==> src/rtl/txtbuf_arbiter.sv <==
`default_nettype none
// ============================================================================
//  Module   : txtbuf_arbiter
//  Purpose  : Arbiter/sequencer for the single-port 40x24 text page RAM.
//             Shares one RAM access per cycle between the video fetch port,
//             a CPU read/write port and a clear engine that fills the page
//             with the blank character. Grant priority: video > clear > CPU.
//  Revision : 1.0  initial release
// ----------------------------------------------------------------------------
//  Ports
//    CLOCK_50              system clock
//    reset                 asynchronous, active-high
//    vid_req/vid_adr       video fetch strobe and bus address
//    vid_ack/vid_data      fetch completion pulse and byte (3-edge latency)
//    cpu_req/we/adr/wdata  CPU request, held until cpu_ack
//    cpu_ack/rdata/err     CPU completion pulse, read data, range error
//    clr_start/clr_busy    clear engine start pulse and busy flag
//    mem_adr/we/wdata      registered RAM index, write enable, write data
//    mem_rdata             RAM read data, valid one cycle after mem_adr
// ============================================================================
module txtbuf_arbiter #(
  parameter logic [15:0] BASE  = 16'h400,
  parameter int          DEPTH = 1016,
  parameter logic [7:0]  FILL  = 8'hA0
) (
  input  logic        CLOCK_50,
  input  logic        reset,
  input  logic        vid_req,
  input  logic [15:0] vid_adr,
  output logic        vid_ack,
  output logic [7:0]  vid_data,
  input  logic        cpu_req,
  input  logic        cpu_we,
  input  logic [15:0] cpu_adr,
  input  logic [7:0]  cpu_wdata,
  output logic        cpu_ack,
  output logic [7:0]  cpu_rdata,
  output logic        cpu_err,
  input  logic        clr_start,
  output logic        clr_busy,
  output logic [9:0]  mem_adr,
  output logic        mem_we,
  output logic [7:0]  mem_wdata,
  input  logic [7:0]  mem_rdata
);

  localparam logic [15:0] c_DEPTH = 16'(DEPTH);
  localparam logic [9:0]  c_LAST  = 10'(DEPTH - 1);

  typedef enum logic [1:0] {
    S_IDLE  = 2'd0,
    S_ISSUE = 2'd1,
    S_WAIT  = 2'd2,
    S_ACK   = 2'd3
  } cpu_state_t;

  cpu_state_t  cpu_state_q, cpu_state_d;
  logic        cpu_we_q, cpu_we_d;
  logic        cpu_err_q, cpu_err_d;
  logic [7:0]  cpu_rdata_q, cpu_rdata_d;

  // Video pipeline: stage 1 = RAM address issued, stage 2 = RAM data valid.
  logic        vid_v1_q, vid_v1_d, vid_v2_q, vid_v2_d;
  logic        vid_in1_q, vid_in1_d, vid_in2_q, vid_in2_d;
  logic        vid_ack_q, vid_ack_d;
  logic [7:0]  vid_data_q, vid_data_d;

  logic        clr_busy_q, clr_busy_d;
  logic [9:0]  clr_cnt_q, clr_cnt_d;

  logic [9:0]  mem_adr_q, mem_adr_d;
  logic        mem_we_q, mem_we_d;
  logic [7:0]  mem_wdata_q, mem_wdata_d;

  logic [15:0] w_vid_off, w_cpu_off;
  logic        w_vid_inr, w_cpu_inr, w_cpu_accept;

  assign w_vid_off = vid_adr - BASE;
  assign w_cpu_off = cpu_adr - BASE;
  assign w_vid_inr = (vid_adr >= BASE) && (w_vid_off < c_DEPTH);
  assign w_cpu_inr = (cpu_adr >= BASE) && (w_cpu_off < c_DEPTH);

  // The CPU only gets a slot in a cycle that neither video nor clear wants.
  assign w_cpu_accept = (cpu_state_q == S_IDLE) && cpu_req && !vid_req && !clr_busy_q;

  always_comb begin
    cpu_state_d = cpu_state_q;
    cpu_we_d    = cpu_we_q;
    cpu_err_d   = cpu_err_q;
    cpu_rdata_d = cpu_rdata_q;
    vid_v1_d    = vid_req;
    vid_in1_d   = vid_req && w_vid_inr;
    vid_v2_d    = vid_v1_q;
    vid_in2_d   = vid_in1_q;
    vid_ack_d   = vid_v2_q;
    vid_data_d  = vid_data_q;
    clr_busy_d  = clr_busy_q;
    clr_cnt_d   = clr_cnt_q;
    mem_adr_d   = mem_adr_q;
    mem_we_d    = 1'b0;
    mem_wdata_d = mem_wdata_q;

    // Out-of-range video fetches still travel the pipeline so latency is fixed.
    if (vid_v2_q) begin
      vid_data_d = vid_in2_q ? mem_rdata : FILL;
    end

    // RAM slot: any video request takes the cycle, even an unmapped one.
    if (vid_req) begin
      if (w_vid_inr) begin
        mem_adr_d = w_vid_off[9:0];
      end
    end else if (clr_busy_q && !clr_start) begin
      mem_adr_d   = clr_cnt_q;
      mem_we_d    = 1'b1;
      mem_wdata_d = FILL;
    end else if (w_cpu_accept && w_cpu_inr) begin
      mem_adr_d = w_cpu_off[9:0];
      mem_we_d  = cpu_we;
      if (cpu_we) begin
        mem_wdata_d = cpu_wdata;
      end
    end

    // Clear engine; a restart pulse discards the current position.
    if (clr_start) begin
      clr_busy_d = 1'b1;
      clr_cnt_d  = '0;
    end else if (clr_busy_q && !vid_req) begin
      if (clr_cnt_q == c_LAST) begin
        clr_busy_d = 1'b0;
        clr_cnt_d  = '0;
      end else begin
        clr_cnt_d = clr_cnt_q + 10'd1;
      end
    end

    case (cpu_state_q)
      S_IDLE: begin
        if (w_cpu_accept) begin
          cpu_state_d = S_ISSUE;
          cpu_we_d    = cpu_we;
          cpu_err_d   = !w_cpu_inr;
        end
      end
      S_ISSUE: cpu_state_d = S_WAIT;
      S_WAIT: begin
        cpu_state_d = S_ACK;
        cpu_rdata_d = (!cpu_we_q && !cpu_err_q) ? mem_rdata : 8'h00;
      end
      S_ACK:   cpu_state_d = S_IDLE;
      default: cpu_state_d = S_IDLE;
    endcase
  end

  always_ff @(posedge CLOCK_50 or posedge reset) begin
    if (reset) begin
      cpu_state_q <= S_IDLE;
      cpu_we_q    <= 1'b0;
      cpu_err_q   <= 1'b0;
      cpu_rdata_q <= 8'h00;
      vid_v1_q    <= 1'b0;
      vid_v2_q    <= 1'b0;
      vid_in1_q   <= 1'b0;
      vid_in2_q   <= 1'b0;
      vid_ack_q   <= 1'b0;
      vid_data_q  <= 8'h00;
      clr_busy_q  <= 1'b0;
      clr_cnt_q   <= '0;
      mem_adr_q   <= '0;
      mem_we_q    <= 1'b0;
      mem_wdata_q <= 8'h00;
    end else begin
      cpu_state_q <= cpu_state_d;
      cpu_we_q    <= cpu_we_d;
      cpu_err_q   <= cpu_err_d;
      cpu_rdata_q <= cpu_rdata_d;
      vid_v1_q    <= vid_v1_d;
      vid_v2_q    <= vid_v2_d;
      vid_in1_q   <= vid_in1_d;
      vid_in2_q   <= vid_in2_d;
      vid_ack_q   <= vid_ack_d;
      vid_data_q  <= vid_data_d;
      clr_busy_q  <= clr_busy_d;
      clr_cnt_q   <= clr_cnt_d;
      mem_adr_q   <= mem_adr_d;
      mem_we_q    <= mem_we_d;
      mem_wdata_q <= mem_wdata_d;
    end
  end

  assign vid_ack   = vid_ack_q;
  assign vid_data  = vid_data_q;
  assign cpu_ack   = (cpu_state_q == S_ACK);
  assign cpu_err   = cpu_ack && cpu_err_q;
  assign cpu_rdata = cpu_ack ? cpu_rdata_q : 8'h00;
  assign clr_busy  = clr_busy_q;
  assign mem_adr   = mem_adr_q;
  assign mem_we    = mem_we_q;
  assign mem_wdata = mem_wdata_q;

endmodule
`default_nettype wire

==> config.mk <==
export PLATFORM = sky130hd
export DESIGN_NAME = txtbuf_arbiter
export DESIGN_NICKNAME = d
export VERILOG_FILES = /design/src/rtl/txtbuf_arbiter.sv
export SDC_FILE = /design/constraint.sdc
export NUM_CORES = 1
export LEC_CHECK = 0
export BUFFER_PORTS_ARGS = -buffer_cell sky130_fd_sc_hd__buf_2
export CAP_MARGIN = 20
export CORE_MARGIN = 2
export CORE_UTILIZATION = 50
export CTS_BUF_LIST = sky130_fd_sc_hd__clkbuf_4 sky130_fd_sc_hd__clkbuf_8 sky130_fd_sc_hd__clkbuf_16
export CTS_CLUSTER_SIZE = 30
export DETAILED_ROUTE_END_ITERATION = 12
export GPL_ROUTABILITY_DRIVEN = 1
export MAX_ROUTING_LAYER = met4
export PLACE_DENSITY = 0.8
export SYNTH_ARGS = -nofsm -noshare
export SYNTH_HDL_FRONTEND = slang
export SYNTH_SLANG_ARGS = --single-unit
==> constraint.sdc <==
create_clock -name CLOCK_50 -period 2.5 [get_ports CLOCK_50]
set_input_delay 0.25 -clock CLOCK_50 [delete_from_list [all_inputs] [get_ports CLOCK_50]]
set_output_delay 0.25 -clock CLOCK_50 [all_outputs]
set_load 0.01 [all_outputs]
==> reports/qor.csv <==
stage,metric,value,unit
critical_path,Crit path arrival time,2130,ps
global_routing,largest net degree at the start of global routing,30,
timing,final slew viol count,0,
floorplanning,CORE AREA,0.00514,mm^2
critical_path,"delay-heaviest family, CP",compound AO/OA/AOI/OAI gates,
floorplanning,total die area,0.00596,mm^2
finish,Multi-input gate area,0.00119,mm^2
place,RePlAce Congestion,0.822,
timing,Tmin final,1930,ps
timing,unrepaired setup endpoints after global routing,false,
global_routing,grt total ovfl,0,
finish,ANT cells,0,
clocking,Setup Buffers After CTS,0,
finish,nets,421,
synthesis,Post-synth top flop,dfrtp_1,
power_and_ir_drop,Max rail drop VDD,0.000355,V
place,I/O Buffers,92,
clocking,clock transition at the registers of the reported paths,90,ps
finish,most frequent cells in the layout,"buf_2, dfrtp_1, o21ai_0",
timing,worst slew pin tran,605,ps
timing,Rel. slew slack,0.596,
synthesis,Mapped Nets,327,
clocking,root buf cell,clkbuf_8,
synthesis,gate count after technology mapping,268,
floorplanning,row count,26,
critical_path,Worst Path Max Fanout,10,
critical_path,Worst path max stage delay,400,ps
detailed_routing,Post-Route WL,6180,um
detailed_routing,average wire per standard cell,14.3,um
place,Detailed Place HPWL,4830,um
timing,Final Setup Violations,0,
hold_path,Min-Delay Path Class,input pin to asynchronous set/reset pin,
finish,register area,0.00138,mm^2
floorplanning,initial core utilization,0.521,
critical_path,Worst setup EP type,register,
floorplanning,IO Pins,93,
power_and_ir_drop,PD cells,653,mW/mm^2
synthesis,asr flop ratio synth,1.00,
global_routing,Tot GR Track Use,0.224,
job,max_cap viols,0,
clocking,htree depth,2,
synthesis,Syn Area/Cell,10.0,um^2
detailed_routing,drt initial violations,77,
synthesis,synthesized area,0.00268,mm^2
critical_path,CP Cell Sequence,"inv_1, ha_1, and4bb_2, o2111ai_1, o211ai_4, mux2_2",
floorplanning,Die X,77.2,um
synthesis,Yosys reg bits,55,
detailed_routing,# DRC,0,
detailed_routing,DR pass1 iterations,4,
synthesis,Post-synth EDFFs,0,
finish,area delta synth->final,24.2,%
clocking,CTS tree,done,
critical_path,Worst path slowest cell,dfrtp_1,
detailed_routing,Via Count,2282,
clocking,CTS buffer count,5,
critical_path,FF-to-FF Start,cpu_state_q[0]$_DFFE_PP0P_,
timing,final hold vios,0,
floorplanning,DIE HEIGHT,77.2,um
critical_path,Critical Path Start,cpu_state_q[0]$_DFFE_PP0P_,
global_routing,initial antenna violation count,0,
timing,setup TNS,0,ps
timing,clock skew,4.11,ps
critical_path,Setup CP Type,register to register,
synthesis,register area share after synthesis,0.514,
timing,Final Hold Slack,0.840,ps
critical_path,CP startpoint kind,register,
synthesis,Netlist cell types,38,
critical_path,CP bufs+invs,1,
synthesis,"Warnings, synthesis",0,
timing,fin crit share,0.772,
detailed_routing,Routed Antenna Nets,0,
timing,Fmax,0.518,GHz
finish,"commonest non-fill, non-tap cell in the layout",buf_2,
clocking,clk sinks,55,
clocking,PostCTS Resize Cnt,0,
clocking,CTS Buffer Depth,2,
global_routing,first-pass GRT wire length,10200,um
detailed_routing,Vias/cell,5.27,
clocking,Post-CTS Hold Fix Bufs,0,
run_status,status,"finished, final reports clean",
finish,share of layout cells above drive strength 1,0.322,
global_routing,number of global-route vias before repair,2168,
clocking,worst skew pair latency,310,ps
critical_path,WP data required,2700,ps
finish,# fillers,428,
power_and_ir_drop,LEAKAGE,1.62,nW
==> flip-flops by register name, indices dropped and copies added (netlist names), 2 cells and up <==
register,cells
cpu_rdata_q,8
mem_adr,10
clr_cnt_q,10
mem_wdata,8
vid_data,8
cpu_state_q,2
==> cells in the mapped netlist (3+ instances only) <==
library cell / count / area [um^2]
nand2b_1: 3 / 18.8
nand3_1: 18 / 90.1
xor2_1: 6 / 52.6
nor2_1: 18 / 67.6
and2_1: 10 / 62.6
dfrtp_1: 55 / 1380
clkbuf_1: 8 / 30.0
nor2b_1: 3 / 18.8
inv_1: 20 / 75.1
ha_1: 5 / 62.6
o21ai_0: 33 / 165
mux2i_1: 19 / 190
mux2_2: 7 / 78.8
o211ai_1: 3 / 22.5
mux2_1: 3 / 33.8
o2111ai_1: 3 / 26.3
nand2_1: 29 / 109
==> power breakdown <==
| group | leakage [nW] | total [mW] | internal, mW | switching [mW] |
|---|---|---|---|---|
| clock network | 0.0505 | 0.535 | 0.252 | 0.283 |
| logic | 0.858 | 0.526 | 0.217 | 0.309 |
| registers | 0.707 | 1.11 | 1.03 | 0.0833 |
| total | 1.62 | 2.17 | 1.50 | 0.675 |
==> metrics by stage <==
step / instance area, um^2 / power, mW / setup WS, ps / utilization / instances
final: 3330 / 2.17 / 570 / 0.648 / 433
after global routing: 3330 / 2.33 / 407 / 0.648 / 433
after CTS: 3330 / 2.20 / 568 / 0.648 / 433
after detailed placement: 3220 / 1.66 / 581 / 0.627 / 425
after global placement: 3220 / 1.63 / 643 / 0.627 / 425
after floorplan: 2680 / 1.44 / 749 / - / 268
==> layer usage <==
layer,part of all wire,track usage,vias up
li1,-,-,1112
met1,0.44,0.294,1075
met2,0.48,0.360,87
met3,0.063,0.0459,8
met4,0.013,0.0554,0
met5,0,-,-
==> worst reg2reg max path, delay by kind of cell, from the launching register on <==
kind,cells,cell delay (ps)
adder cells (fa/ha/maj),1,180
buffers and inverters,1,130
flip-flops,1,400
AND/OR/NAND/NOR,1,280
AO/OA/AOI/OAI,2,450
multiplexers,1,390
==> path summary, 6_finish.rpt <==
kind                                            end  slack (ps)  cells past startpoint
max                          mem_adr[9]$_DFFE_PP0P_         570                      6
min                         vid_data[0]$_DFFE_PP0P_         0.8                      2
max reg2reg                  mem_adr[9]$_DFFE_PP0P_         570                      6
min reg2reg                     vid_ack_d$_DFF_PP0_         360                      0
max in group asynchronous  clr_cnt_q[4]$_DFFE_PP0P_        1850                      3
min in group CLOCK_50      mem_wdata[3]$_DFFE_PP0P_         170                      3
==> area by class of cell <==
cell class                      instances  area share
Clock buffer                            7      0.0289
Clock inverter                          1     0.00226
Inverter                               20      0.0226
Multi-Input combinational cell        183       0.357
Sequential cell                        55       0.414
Tap cell                               70      0.0263
Timing Repair Buffer                   97       0.150
==> kinds of logic (layout without fill, tap and decap cells) <==
logic type | count (synthesis) | after routing | share of synthesized area
and+or+nand+nor | 94 | 94 | 0.176
xor gates and xnor gates | 6 | 6 | 0.0196
adders and majority gates | 5 | 5 | 0.0234
buffers and inverters | 30 | 125 | 0.0430
AOI/OAI and AO/OA | 49 | 49 | 0.112
DFF | 55 | 55 | 0.514
muxes | 29 | 29 | 0.113
(Power assumes the default switching activity.)
